==> src/rtl/qsys_shield_pio_seq.sv <==
// Avalon-MM pattern sequencer for the 26-bit shield PIO.
// The CPU loads a pattern table, OE word and step delay over the config slave, then
// starts the block. It writes OE once, then walks the table writing each entry to the
// PIO data register. It reads the pins back after each step and then idles DLY cycles.
module qsys_shield_pio_seq #(
   parameter int DEPTH = 16,
   parameter int DLY_W = 16
) (
   input  logic        csi_MCLK_clk,
   input  logic        rsi_MRST_reset,
   input  logic [4:0]  avs_ctrl_address,
   input  logic [31:0] avs_ctrl_writedata,
   output logic [31:0] avs_ctrl_readdata,
   input  logic        avs_ctrl_write,
   input  logic        avs_ctrl_read,
   output logic        avs_ctrl_waitrequest,
   output logic [4:0]  avm_gpio_address,
   output logic [31:0] avm_gpio_writedata,
   input  logic [31:0] avm_gpio_readdata,
   output logic [3:0]  avm_gpio_byteenable,
   output logic        avm_gpio_write,
   output logic        avm_gpio_read,
   input  logic        avm_gpio_waitrequest,
   output logic        ins_INTRQ_irq
);

   // state  | meaning
   // IDLE   | no run in progress, waiting for START
   // WR_OE  | writing the OE shadow to PIO addr 1
   // WR_DAT | writing table[idx] to PIO addr 0
   // RD_IN  | reading PIO addr 0 back into SAMPLE
   // WAIT   | counting the step delay down to terminal count
   typedef enum logic [2:0] {S_IDLE, S_WR_OE, S_WR_DAT, S_RD_IN, S_WAIT} state_t;

   state_t            state;
   logic              loop_en, irq_en, done, abort, stop_pend;
   logic [3:0]        len, len_sh, idx, nxt_idx;
   logic [31:0]       oe, oe_sh, sample;
   logic [DLY_W-1:0]  dly, dly_sh, cnt;
   logic [31:0]       tbl [DEPTH];
   logic              wr_ctrl, wr_stat, start_req, stop_req, stop_now, last_step, adv, busy;
   logic              unused_rd;

   assign unused_rd            = avs_ctrl_read;
   assign avs_ctrl_waitrequest = 1'b0;
   assign avm_gpio_byteenable  = 4'hF;
   assign busy                 = (state != S_IDLE);
   assign ins_INTRQ_irq        = irq_en & done;

   // Decode config strobes and the end-of-step condition shared by RD_IN and WAIT.
   always_comb begin
      wr_ctrl   = avs_ctrl_write && (avs_ctrl_address == 5'd0);
      wr_stat   = avs_ctrl_write && (avs_ctrl_address == 5'd1);
      stop_req  = wr_ctrl && avs_ctrl_writedata[1];
      start_req = wr_ctrl && avs_ctrl_writedata[0] && !avs_ctrl_writedata[1];
      stop_now  = stop_pend || stop_req;
      last_step = (idx == len_sh);
      nxt_idx   = last_step ? 4'd0 : idx + 4'd1;
      adv       = !stop_now &&
                  (((state == S_RD_IN) && !avm_gpio_waitrequest && (dly_sh == '0)) ||
                   ((state == S_WAIT) && (cnt == '0)));
   end

   // CPU-visible configuration registers and pattern table.
   always_ff @(posedge csi_MCLK_clk or posedge rsi_MRST_reset) begin
      if (rsi_MRST_reset) begin
         loop_en <= 1'b0;
         irq_en  <= 1'b0;
         len     <= '0;
         oe      <= '0;
         dly     <= '0;
         for (int i = 0; i < DEPTH; i++) tbl[i] <= '0;
      end else if (avs_ctrl_write) begin
         if (avs_ctrl_address[4]) begin
            tbl[avs_ctrl_address[3:0]] <= avs_ctrl_writedata;
         end else begin
            case (avs_ctrl_address[3:0])
               4'd0: begin
                  loop_en <= avs_ctrl_writedata[2];
                  irq_en  <= avs_ctrl_writedata[3];
               end
               4'd2:    len <= avs_ctrl_writedata[3:0];
               4'd3:    oe  <= avs_ctrl_writedata;
               4'd4:    dly <= avs_ctrl_writedata[DLY_W-1:0];
               default: ;
            endcase
         end
      end
   end

   // Zero-wait-state config readback.
   always_comb begin
      avs_ctrl_readdata = '0;
      if (avs_ctrl_address[4]) begin
         avs_ctrl_readdata = tbl[avs_ctrl_address[3:0]];
      end else begin
         case (avs_ctrl_address[3:0])
            4'd0:    avs_ctrl_readdata = {28'd0, irq_en, loop_en, 2'b00};
            4'd1:    avs_ctrl_readdata = {20'd0, idx, 5'd0, abort, done, busy};
            4'd2:    avs_ctrl_readdata = {28'd0, len};
            4'd3:    avs_ctrl_readdata = oe;
            4'd4:    avs_ctrl_readdata = 32'(dly);
            4'd5:    avs_ctrl_readdata = sample;
            default: avs_ctrl_readdata = '0;
         endcase
      end
   end

   // Sequencer FSM with registered master outputs; STOP is only honoured once the
   // current bus transfer has been accepted so strobes never drop under waitrequest.
   always_ff @(posedge csi_MCLK_clk or posedge rsi_MRST_reset) begin
      if (rsi_MRST_reset) begin
         state              <= S_IDLE;
         idx                <= '0;
         len_sh             <= '0;
         oe_sh              <= '0;
         dly_sh             <= '0;
         cnt                <= '0;
         sample             <= '0;
         done               <= 1'b0;
         abort              <= 1'b0;
         stop_pend          <= 1'b0;
         avm_gpio_address   <= '0;
         avm_gpio_writedata <= '0;
         avm_gpio_write     <= 1'b0;
         avm_gpio_read      <= 1'b0;
      end else begin
         if (wr_stat && avs_ctrl_writedata[1]) done  <= 1'b0;
         if (wr_stat && avs_ctrl_writedata[2]) abort <= 1'b0;
         if (stop_req && busy) stop_pend <= 1'b1;

         case (state)
            S_IDLE: begin
               if (start_req) begin
                  len_sh             <= len;
                  oe_sh              <= oe;
                  dly_sh             <= dly;
                  idx                <= '0;
                  avm_gpio_address   <= 5'd1;
                  avm_gpio_writedata <= oe;
                  avm_gpio_write     <= 1'b1;
                  state              <= S_WR_OE;
               end
            end
            S_WR_OE: begin
               if (!avm_gpio_waitrequest) begin
                  if (stop_now) begin
                     avm_gpio_write <= 1'b0;
                     abort          <= 1'b1;
                     stop_pend      <= 1'b0;
                     state          <= S_IDLE;
                  end else begin
                     avm_gpio_address   <= 5'd0;
                     avm_gpio_writedata <= tbl[0];
                     state              <= S_WR_DAT;
                  end
               end
            end
            S_WR_DAT: begin
               if (!avm_gpio_waitrequest) begin
                  avm_gpio_write <= 1'b0;
                  if (stop_now) begin
                     abort     <= 1'b1;
                     stop_pend <= 1'b0;
                     state     <= S_IDLE;
                  end else begin
                     avm_gpio_read <= 1'b1;
                     state         <= S_RD_IN;
                  end
               end
            end
            S_RD_IN: begin
               if (!avm_gpio_waitrequest) begin
                  sample        <= avm_gpio_readdata;
                  avm_gpio_read <= 1'b0;
                  if (stop_now) begin
                     abort     <= 1'b1;
                     stop_pend <= 1'b0;
                     state     <= S_IDLE;
                  end else if (dly_sh != '0) begin
                     cnt   <= dly_sh - DLY_W'(1);
                     state <= S_WAIT;
                  end
               end
            end
            S_WAIT: begin
               if (stop_now) begin
                  abort     <= 1'b1;
                  stop_pend <= 1'b0;
                  state     <= S_IDLE;
               end else if (cnt != '0) begin
                  cnt <= cnt - DLY_W'(1);
               end
            end
            default: state <= S_IDLE;
         endcase

         // End of a step: wrap or advance to the next entry, or finish the run.
         if (adv) begin
            if (last_step && !loop_en) begin
               done  <= 1'b1;
               state <= S_IDLE;
            end else begin
               idx                <= nxt_idx;
               avm_gpio_address   <= 5'd0;
               avm_gpio_writedata <= tbl[nxt_idx];
               avm_gpio_write     <= 1'b1;
               state              <= S_WR_DAT;
            end
         end
      end
   end

endmodule

==> config.mk <==
export PLATFORM = sky130hd
export DESIGN_NAME = qsys_shield_pio_seq
export DESIGN_NICKNAME = d
export VERILOG_FILES = /design/src/rtl/qsys_shield_pio_seq.sv
export SDC_FILE = /design/constraint.sdc
export NUM_CORES = 2
export LEC_CHECK = 0
export BUFFER_PORTS_ARGS = -buffer_cell sky130_fd_sc_hd__buf_2
export CELL_PAD_IN_SITES_DETAIL_PLACEMENT = 1
export CELL_PAD_IN_SITES_GLOBAL_PLACEMENT = 1
export CORE_MARGIN = 2
export CORE_UTILIZATION = 30
export CTS_CLUSTER_SIZE = 25
export DETAILED_ROUTE_END_ITERATION = 8
export PLACE_DENSITY_LB_ADDON = 0.25
export RECOVER_POWER = 50
export REMOVE_ABC_BUFFERS = 1
export SYNTH_ARGS = -nofsm -noshare
export SYNTH_HDL_FRONTEND = slang
export SYNTH_SLANG_ARGS = --single-unit
==> constraint.sdc <==
create_clock -name csi_MCLK_clk -period 64.7 [get_ports csi_MCLK_clk]
set_clock_uncertainty 0.1 [all_clocks]
set_input_delay 12.94 -clock csi_MCLK_clk [delete_from_list [all_inputs] [get_ports csi_MCLK_clk]]
set_output_delay 12.94 -clock csi_MCLK_clk [all_outputs]
set_load 0.01 [all_outputs]
* Word level (Yosys, flattened, before mapping)
Index checks and enable logic that the tools add are counted.
Word-level totals: register bits 683, bits of input ports 74, output and inout port bits 77, logic and storage cells 178
Operators by class: add/subtract/negate cells 3, order comparisons 3, eq/ne operators 24, multiplexer cells 68, bitwise logic cells 5, reductions and logical operators 41
Operators with widths (number):
- $bwmux W512 | 1
- $mux W32 | 11
- $bmux W32 S4 | 2
- $pmux W32 S6 | 1
- $demux W32 S4 | 1
- $mux W16 | 5
- $pmux W32 S2 | 1
- $logic_not A16 Y1 | 2
- $pmux W16 S2 | 1
- $reduce_bool A16 Y1 | 2
- $sub A16 B1 Y16 const B | 2
- $mux W5 | 5
- $mux W3 | 8
- $mux W4 | 5
- $mux W1 | 18
- $ne A3 B3 Y1 const B | 5
- $pmux W3 S5 | 1
- $logic_and A1 B1 Y1 | 14
- $reduce_and A3 Y1 | 4
- $reduce_and A6 Y1 | 2
- $ge A5 B5 Y1 const B | 2
- $ne A2 B2 Y1 const B | 5
- $not A4 Y5 | 2
- $pmux W5 S2 | 1
- other kinds (27) | 43

* Longest topological paths before layout
depth in word-level cells 9, mapped depth 12, depth with buffers taken out 9

* Least setup slack after synthesis
OpenSTA, ideal clock, no wires.
kind input -> output, start point input avs_ctrl_address[0], end point output avs_ctrl_readdata[14], arrival 14.621 ns, data required time 51.660 ns, setup slack 37.039 ns, cell stages on the path 7, path buffers 3, cell sequence buf_2 -> buf_2 -> clkbuf_1 -> mux4_2 -> mux4_2 -> nand2_1 -> o21ai_1
Between the ends: longest elaborated chain between the ends 5
Ends and longest elaborated chain:
- start, declared | line 11 | input logic [4:0] avs_ctrl_address,
- $not A4 Y5 (implied by the code) | line 95 | avs_ctrl_readdata = tbl[avs_ctrl_address[3:0]];
- $bmux W32 S4 | line 95
- $mux W32 (implied by the code) (2 in a row) | line 95
- $mux W32 * | line 94 | if (avs_ctrl_address[4]) begin
- end, declared | line 13 | output logic [31:0] avs_ctrl_readdata,
Mark *: on every way between the ends. The rest lies on a longest branch, timed or not. The select of a mux whose other input is x is not followed.

* Final worst setup path
start point input avs_ctrl_address[0], end point output avs_ctrl_readdata[3]
Same word-level chain as after synthesis.

==> results.toml <==
[grt]
grtUsageTotal_pct = 22.0
grt_pass1_wl_mm = 203
grt_start_max_net_pins = 161
antenna_found_initial = 8
grt-ovfl-total = 0
grt_pass1_vias = 28200

[timing]
setup_viol = 0
hold_violations = 0
post-route-period-util_pct = 55.9
fin_hold_ws_ns = 0.401
slew_violations = 767
fmax_mhz = 27.6
tns_ns = 0
rsz0062_at_grt = "false"
fin_crit_ns = 36.19
slew_headroom_pct = -491
tightest_slew_ns = 8.87

[synth]
ys_types = 79
ys_seq_area_share_pct = 47.1
synth.avg_cell_area_um2 = 13.1
synth_edf_count = 0
synth_area_leaders = "dfrtp_1 47%, mux2_2 19%, mux4_2 12%"
async_flop_share_pct = 100
yosys.area.top_type_share_pct = 47.1
yosys_warnings = 0
synth_area_um2 = 36300
synthCells = 2780
synth_top_cell_by_area = "dfrtp_1"
synth_ff_type = "dfrtp_1"
synth-seq-cells = 683

[cts]
clkTransAtPathRegs_ns = 0.06
cts_resized = 0
clk_path_buf_depth = 3
cts_tree = "yes"
cts_made_buffers = 85
cts_hold_buf = 0
clockRootBuffer = "clkbuf_16"
worstSkewPairLatency_ns = 0.67
htreeDepth = 3
cts_sinks = 683
cts_setup_buffers = 0

[drt]
postRouteAntennaNets = 0
drc = 0
dr.pass1.iters = 5
vias_per_cell = 5.79
vias = 25900
dr.first_iter.drc_count = 1942
routedWlPerCell_um = 30.7
drt_wl_total_mm = 137

[min_path]
hold_class = "register to register"

[outcome]
violations = "max-capacitance violations, max-slew violations"
status = "finished with violations"

[placed_design]
numPlacedInstances = 4314
placed_cell_area_um2 = 38500
place_congestion = 0.773
io_buffer_count = 144
hpwl_mm = 80.5

[die]
die_w_um = 352
initial_utilization_pct = 30.3
die_area_um2 = 124000
die_h_um = 352
rows = 127
io_pins = 151
core_area_um2 = 120000

[final_layout]
fillCellCount = 12600
drive_above_1_share_pct = 39.9
syn_to_final_growth_pct = 13.7
finalNonFillerCells = 4471
nets = 2865
final_area_um2 = 41300

[worst_setup_path]
critPathCaptureType = "output pin"
arrival_ns = 23.15
path_max_fanout = 65
worstPathRequired_ns = 51.66
crit_path_start_kind = "input pin"
criticalPathCategory = "input pin to output pin"

[power_and_ir_drop]
power_w = 0.00153
p_leak_nw = 16.8
power_density_nw_per_um2 = 37.1
vdd_ir_drop_max_v = 0.0000264

[flow_run]
max_cap_viol_count = 14
worst paths after layout:
path,depth (start not counted),to,slack [ns],from
min in group asynchronous,2,sample[23],13.60,rsi_MRST_reset
setup / recovery,8,avs_ctrl_readdata[3],28.51,avs_ctrl_address[0]
hold reg to reg,2,abort,0.40,abort
max in group asynchronous,6,tbl[447],38.41,rsi_MRST_reset
setup reg to reg,4,sample[24],60.49,state[2]
hold / removal,2,abort,0.40,abort
power breakdown:
part | switching, W | internal [W] | leakage (nW)
clock network | 0.000196 | 0.000301 | 1.45
logic | 0.000232 | 0.000191 | 6.67
registers | 0.0000902 | 0.000522 | 8.70
metal layers:
layer	global-route usage (%)	vias up	wire length, µm
li1	-	10800	-
met1	30.2	14100	61300
met2	35.5	783	65100
met3	3.61	244	6640
met4	6.72	6	4150
met5	0	-	40
critical path: stages:
cell and delay (ns):
clkbuf_1 4.27, clkbuf_1 2.39, nand2_1 0.90, nor3_4 1.00, buf_4 0.62, a221oi_1 0.20, o21ai_1 0.46, buf_2 0.22
sequential cells by signal, indices dropped and copies added, names as in the netlist, 3 cells and up:
signal,flops
avm_gpio_writedata,32
oe,32
dly,16
idx,4
avm_gpio_address,5
len_sh,4
len,4
sample,32
tbl,512
dly_sh,16
state,3
cnt,16
cells in the final DEF (no fill, tap or decap), types with 33 or more instances in the layout:
| cell | n |
|---|---|
| dfrtp_1 | 682 |
| mux2_2 | 610 |
| mux4_2 | 192 |
| a211oi_1 | 129 |
| buf_2 | 101 |
| nor2b_1 | 96 |
| clkbuf_16 | 89 |
| nor3_1 | 81 |
| nor2_1 | 67 |
| clkbuf_1 | 66 |
| a21oi_1 | 63 |
| nand2_1 | 52 |
| o21ai_0 | 51 |
| buf_4 | 48 |
| a22o_1 | 46 |
| nand2b_1 | 42 |
| nor4_1 | 37 |
| o41ai_1 | 33 |
area by class of cell:
cell class	count	area, µm²	area share [%]
multi-input combinational	1809	18100	43.9
sequential	683	17100	41.4
clock buffer	129	2650	6.41
tap	1612	2020	4.89
timing repair buffer	203	1080	2.61
clock inverter	23	270	0.655
inverter	7	27.5	0.0667
antenna	5	12.5	0.0303
per-stage QoR:
stage / util [%] / setup slack [ns]
6_report: 34.4 / 28.51
4_1_cts: 34.6 / 34.25
3_5_place_dp: 32.1 / 34.25
5_1_grt: 34.4 / 27.57
2_1_floorplan: - / 32.51
3_3_place_gp: 32.1 / 34.22
kinds of logic after synthesis:
family / share of synthesized area (%)
adders and majority gates: 0.0689
AOI/OAI and AO/OA: 9.85
buffers and inverters: 3.66
other: 0.0207
and+or+nand+nor: 7.61
muxes: 31.5
DFF: 47.1
xor gates and xnor gates: 0.283
cell usage after synthesis, drive strengths merged, types with 3 or more instances:
| cell | instances |
|---|---|
| a22oi | 20 |
| buf | 148 |
| mux4 | 192 |
| a21o | 7 |
| mux2 | 618 |
| nor3 | 83 |
| mux2i | 14 |
| o41ai | 33 |
| nand4b | 3 |
| nand3 | 9 |
| o21ai | 81 |
| inv | 7 |
| o221ai | 31 |
| a221oi | 11 |
| nand2b | 42 |
| nand4 | 5 |
| or4 | 3 |
| and2 | 3 |
| nor2b | 98 |
| a21oi | 64 |
| a31oi | 5 |
| clkbuf | 136 |
| xor2 | 3 |
| o2111ai | 31 |
| xnor2 | 7 |
| nor4b | 3 |
| or3 | 6 |
| a2111oi | 3 |
| and4b | 31 |
| nor2 | 78 |
| a211oi | 129 |
| a22o | 46 |
| o21a | 7 |
| dfrtp | 683 |
| and3 | 12 |
| nor3b | 3 |
| nand2 | 54 |
| nor4 | 38 |
No activity file was read; power rests on OpenSTA's default activity.
